## src/rtl/booth_arb_pkg.sv

```systemverilog
// booth_arb_pkg: shared types and constants for booth_mul_arbiter.
//   state_e     : sequencing FSM states
//   OPW / RESW  : operand width (5) and product width (10)
//   TIMEOUT_DEF : default WAIT-cycle limit for the optional timeout
package booth_arb_pkg;

  localparam int OPW         = 5;
  localparam int RESW        = 10;
  localparam int TIMEOUT_DEF = 32;

  typedef enum logic [2:0] {
    S_IDLE,
    S_SEND_X,
    S_SEND_Y,
    S_WAIT,
    S_READ_LO,
    S_RESP
  } state_e;

endpackage

```

## src/rtl/booth_mul_arbiter_rr_arb2.sv

```systemverilog
// rr_arb2: two-way round-robin grant.
//   clk, rst     : clock, async active-low reset
//   req_i[1:0]   : request vector
//   upd_i        : load the last-served pointer with upd_idx_i
//   upd_idx_i    : index that was just served
//   gnt_vld_o    : some request is present
//   gnt_idx_o    : granted index (valid with gnt_vld_o)
module rr_arb2 (
  input  logic       clk,
  input  logic       rst,
  input  logic [1:0] req_i,
  input  logic       upd_i,
  input  logic       upd_idx_i,
  output logic       gnt_vld_o,
  output logic       gnt_idx_o
);

  // Pointer resets to 1 so requester 0 wins the first tie.
  logic last_q;

  always_ff @(posedge clk or negedge rst) begin
    if (!rst)       last_q <= 1'b1;
    else if (upd_i) last_q <= upd_idx_i;
  end

  assign gnt_vld_o = |req_i;
  // Tie: serve whoever was not served last; otherwise the lone requester.
  assign gnt_idx_o = (&req_i) ? ~last_q : req_i[1];

endmodule

```

## src/rtl/booth_mul_arbiter.sv

```systemverilog
// booth_mul_arbiter: shares one serial 5-bit Booth multiplier between two
// requesters, sequencing its load X / load Y / wait / read hi / read lo
// protocol and returning a signed 10-bit product with a one-cycle ack.
//   clk, rst              : clock, async active-low reset (also resets multiplier)
//   req0/1, a0/b0, a1/b1  : requests and signed operands (stable until ack)
//   ack0/1, res0/1, err0/1: completion pulse, held product, abort flag
//   busy                  : FSM not idle
//   mul_start, mul_in     : multiplier start / inBus
//   mul_done, mul_out     : multiplier done / outBus
// Optional feature: define BOOTH_ARB_TIMEOUT_EN to abort a WAIT that lasts
// TIMEOUT cycles (ack with err=1, res=0). Without it err0/err1 are 0.
module booth_mul_arbiter
  import booth_arb_pkg::*;
#(
  parameter int TIMEOUT = TIMEOUT_DEF
) (
  input  logic            clk,
  input  logic            rst,
  input  logic            req0,
  input  logic            req1,
  input  logic [OPW-1:0]  a0,
  input  logic [OPW-1:0]  b0,
  input  logic [OPW-1:0]  a1,
  input  logic [OPW-1:0]  b1,
  output logic            ack0,
  output logic            ack1,
  output logic [RESW-1:0] res0,
  output logic [RESW-1:0] res1,
  output logic            err0,
  output logic            err1,
  output logic            busy,
  output logic            mul_start,
  output logic [OPW-1:0]  mul_in,
  input  logic            mul_done,
  input  logic [OPW-1:0]  mul_out
);

  state_e          state_q, state_d;
  logic            g_q;
  logic [OPW-1:0]  hi_q;
  logic [RESW-1:0] res0_q, res1_q;
  logic            gnt_vld, gnt_idx, to_hit, resp;

  assign resp = (state_q == S_RESP);

  rr_arb2 u_arb (
    .clk       (clk),
    .rst       (rst),
    .req_i     ({req1, req0}),
    .upd_i     (resp),
    .upd_idx_i (g_q),
    .gnt_vld_o (gnt_vld),
    .gnt_idx_o (gnt_idx)
  );

`ifdef BOOTH_ARB_TIMEOUT_EN
  logic [7:0] cnt_q;
  logic       err_q;

  always_ff @(posedge clk or negedge rst) begin
    if (!rst) begin
      cnt_q <= '0;
      err_q <= 1'b0;
    end else begin
      if (state_q == S_SEND_Y)    cnt_q <= '0;          // cleared on WAIT entry
      else if (state_q == S_WAIT) cnt_q <= cnt_q + 8'd1;
      if (state_q == S_SEND_X)    err_q <= 1'b0;
      else if (to_hit && !mul_done) err_q <= 1'b1;
    end
  end

  // Last permitted WAIT cycle; a done in this same cycle still wins.
  assign to_hit = (state_q == S_WAIT) && (cnt_q == 8'(TIMEOUT - 1));
  assign err0   = resp && !g_q && err_q;
  assign err1   = resp &&  g_q && err_q;
`else
  // TIMEOUT only matters when the counter is built.
  logic unused_timeout;
  assign unused_timeout = |TIMEOUT;
  assign to_hit = 1'b0;
  assign err0   = 1'b0;
  assign err1   = 1'b0;
`endif

  always_comb begin
    state_d = state_q;
    case (state_q)
      S_IDLE:    if (gnt_vld) state_d = S_SEND_X;
      S_SEND_X:  state_d = S_SEND_Y;
      S_SEND_Y:  state_d = S_WAIT;
      S_WAIT: begin
        if (mul_done)    state_d = S_READ_LO;
        else if (to_hit) state_d = S_RESP;
      end
      S_READ_LO: state_d = S_RESP;
      S_RESP:    state_d = S_IDLE;
      default:   state_d = S_IDLE;
    endcase
  end

  // The result register is loaded on the edge into RESP so the product is
  // already visible in the ack cycle.
  always_ff @(posedge clk or negedge rst) begin
    if (!rst) begin
      state_q <= S_IDLE;
      g_q     <= 1'b0;
      hi_q    <= '0;
      res0_q  <= '0;
      res1_q  <= '0;
    end else begin
      state_q <= state_d;
      if (state_q == S_IDLE && gnt_vld) g_q <= gnt_idx;
      if (state_q == S_WAIT && mul_done) hi_q <= mul_out;
      if (state_q == S_READ_LO) begin
        if (g_q) res1_q <= {hi_q, mul_out};
        else     res0_q <= {hi_q, mul_out};
      end else if (to_hit && !mul_done) begin
        if (g_q) res1_q <= '0;
        else     res0_q <= '0;
      end
    end
  end

  always_comb begin
    mul_in = '0;
    if (state_q == S_SEND_X)      mul_in = g_q ? a1 : a0;
    else if (state_q == S_SEND_Y) mul_in = g_q ? b1 : b0;
  end

  assign mul_start = (state_q == S_SEND_X);
  assign busy      = (state_q != S_IDLE);
  assign ack0      = resp && !g_q;
  assign ack1      = resp &&  g_q;
  assign res0      = res0_q;
  assign res1      = res1_q;

endmodule
```

## config.mk

```make
export PLATFORM = sky130hd
export DESIGN_NAME = booth_mul_arbiter
export DESIGN_NICKNAME = d
export VERILOG_FILES = /design/src/rtl/booth_arb_pkg.sv /design/src/rtl/booth_mul_arbiter_rr_arb2.sv /design/src/rtl/booth_mul_arbiter.sv
export SDC_FILE = /design/constraint.sdc
export NUM_CORES = 1
export LEC_CHECK = 0
export BUFFER_PORTS_ARGS = -buffer_cell sky130_fd_sc_hd__buf_2
export CAP_MARGIN = 20
export CELL_PAD_IN_SITES_DETAIL_PLACEMENT = 1
export CELL_PAD_IN_SITES_GLOBAL_PLACEMENT = 1
export CORE_AREA = 5 5 73 75
export CTS_CLUSTER_DIAMETER = 120
export DETAILED_ROUTE_END_ITERATION = 8
export DIE_AREA = 0 0 78 80
export PLACE_DENSITY_LB_ADDON = 0.1
export RECOVER_POWER = 50
export REMOVE_ABC_BUFFERS = 1
export SLEW_MARGIN = 20
export SYNTH_ARGS = -nofsm -noshare
export SYNTH_HDL_FRONTEND = slang
export SYNTH_HIERARCHICAL = 1
export SYNTH_SLANG_ARGS = --single-unit
export TNS_END_PERCENT = 5
```

## constraint.sdc

```tcl
create_clock -name clk -period 1.4 [get_ports clk]
set_input_delay 0.28 -clock clk [delete_from_list [all_inputs] [get_ports clk]]
set_output_delay 0.28 -clock clk [all_outputs]
set_load 0.01 [all_outputs]
```

==> metrics.txt <==
status=complete, but fails checks; failing checks=setup timing; depth of the CTS H-tree=2; multiplexer share of the synthesized area=29.1%; Syn Area/Cell=13.6 um2; full die area=6240 um2; Critical-path top delay cell=dfrtp_2; Peak VDD IR=1.18 mV; fmax=0.581 GHz; total number of vias=1083; Final Max Tran Viols=0; fin crit share=123%; die width=78 um; largest family of logic cells by synthesized area=multiplexers; crit end category=output port; DR WL/cell=16.1 um; TritonCTS clock tree=done; Crit Path Class=reg -> out; Root Buffer=clkbuf_8; Post-Route WL=3720 um; cells on worst reg2reg path=4; Worst-path clk slew=0.07 ns; Die Y=80 um; LEAKAGE=0.00104 uW; gr ovfl total=0; worst slack at placement=-0.172 ns; Worst EP arrival=1.44 ns; Antenna diodes=0; Starting DRT DRC Count=16; xor/xnor share of the synthesized area=0%; clock period minus worst slack=1.72 ns; CTS Buf Count=5; Synth Area in Compound Gates=4.73%; power per cell area=2170 nW/um2; RSZ-0062 raised after global routing=true; adder-cell share of the synthesized area=0%; synth top area cells=dfrtp_1, mux2_2, mux2i_1; Synth Warn #=6; MaxCap Viol Count=0; Mapped Area=1400 um2; Worst Clk Skew=0.00757 ns; Vias/cell=4.69; Post-synth EDFFs=0; final setup margin=-0.322 ns; fin nets=206; top-count cell post-synth=dfrtp_1; count of final hold-check violations=0; most instantiated cells after synthesis=dfrtp_1, mux2_2, mux2i_1, o22ai_1; post-synthesis simple-gate area fraction=7.94%; core box area=4600 um2; Critical Path RT=1.12 ns; cell count after synthesis=103; cell taking the most area after synthesis=dfrtp_1; Setup Viol. Count Final=30; post-synthesis sequential element count=30; Hold Crit Depth=2; Post-DP HPWL=2840 um; worst-skew pair later-pin latency=0.28 ns; antenna-violating nets left=0; routability congestion estimate=0.707; Netlist cell types=28; top-area cell type share of the netlist area=51.7%; ys async rst share=100%; starting density of the core=30.5%; largest net degree at the start of global routing=17; hold crit path type=in -> reg; clock sinks=30; CP startpoint kind=flop; first-pass GRT wire length=6150 um; Rows=25; clk buf depth=2; worst-path maximum fanout=6; All-Layer GR Usage=12.7%; Setup TNS Final=-6.64 ns; # fillers=523; Port Buffers=58; # DRC=0; ys flop type=dfrtp_1; Area Overhead vs Synth=44.0%; register area share after synthesis=53.6%; worst path cell trace=or3b_4, o22ai_1, buf_2; vias in the first global route=1208; delay of the slowest critical-path stage=0.43 ns; initial antenna violation count=0; Ports=61; 1st-pass router iterations=4; share of layout cells above drive strength 1=66.7%
[state kept, by name, summed over array words and instances (netlist names)]
register and cells:
g_q 1, hi_q 5, res0 10, res1 10, state_q 3, u_arb/last_q 1
[cells by family (layout without fill, tap and decap cells)]
kind of cell / after synthesis / in the layout
compound gates: 10 / 10
buf+inv: 11 / 84
other cells: 1 / 2
flops: 30 / 30
mux: 37 / 37
simple gates: 14 / 14
[what timing repair did]
item                                   4_1_cts  5_1_grt
endpoints found under the hold margin       14        0
pin swaps                                    7        0
setup buffers                                4        0
setup endpoints to repair                   30       32
hold buffers                                 1        0
resized for setup                           11        4
[layout by cell type (no fill, tap or decap), types with 2 or more instances in the layout]
master     n
buf_2     56
conb_1     2
o22ai_1    3
mux2_4     4
or3b_4     2
dfrtp_1   27
mux2_2    23
buf_6      4
clkbuf_2   2
dfrtp_2    2
clkbuf_1   2
buf_4     12
clkbuf_8   5
nand2b_1   2
mux2i_1   10
o22ai_2    2
[stage by stage]
| step | hold slack (ns) | util (%) | instance area (um2) | instances | total power (uW) |
|---|---|---|---|---|---|
| floorplan | -0.0156 | - | 1350 | 94 | 2500 |
| global route | 0.251 | 43.9 | 2020 | 231 | 4710 |
| CTS | 0.242 | 43.9 | 2020 | 231 | 4420 |
| detailed placement | 0.239 | 39.6 | 1820 | 218 | 3330 |
| global placement | 0.227 | 39.6 | 1820 | 218 | 3260 |
| finish | 0.258 | 43.9 | 2020 | 231 | 4390 |
[where the power goes]
group          switching (uW)  internal (uW)  leakage [uW]
sequential                228           1270      0.000375
combinational             915           1140      0.000615
clock                     306            532     0.0000524
[critical path, delay by kind of cell, from the launching register on]
kind / cells / cell delay (ns)
AO/OA/AOI/OAI: 1 / 0.16
flip-flops: 1 / 0.43
AND/OR/NAND/NOR: 1 / 0.42
buffers and inverters: 1 / 0.16
[routing by layer]
layer / part of all wire [%] / GRT usage (%)
met1: 42 / 15.2
met2: 52 / 21.0
met3: 4.7 / 4.63
met4: 0.86 / 4.05
met5: 0 / 0
[layout make-up]
cell class | count | area (um2) | area share [%]
sequential | 30 | 754 | 37.4
multi-input combinational | 63 | 652 | 32.3
timing repair buffer | 75 | 435 | 21.6
clock buffer | 7 | 76.3 | 3.78
tap | 54 | 67.6 | 3.35
clock inverter | 1 | 30.0 | 1.49
inverter | 1 | 3.75 | 0.186
[worst paths after layout]
check	slack [ns]	to	start
min in group asynchronous	0.46	g_q	rst
max in group asynchronous	0.21	res1[8]	rst
min reg2reg	0.50	res0[9]	res0[9]
max	-0.32	mul_in[3]	state_q[1]
min	0.26	state_q[1]	mul_done
max reg2reg	-0.27	res1[8]	state_q[0]
(Power assumes the default switching activity.)
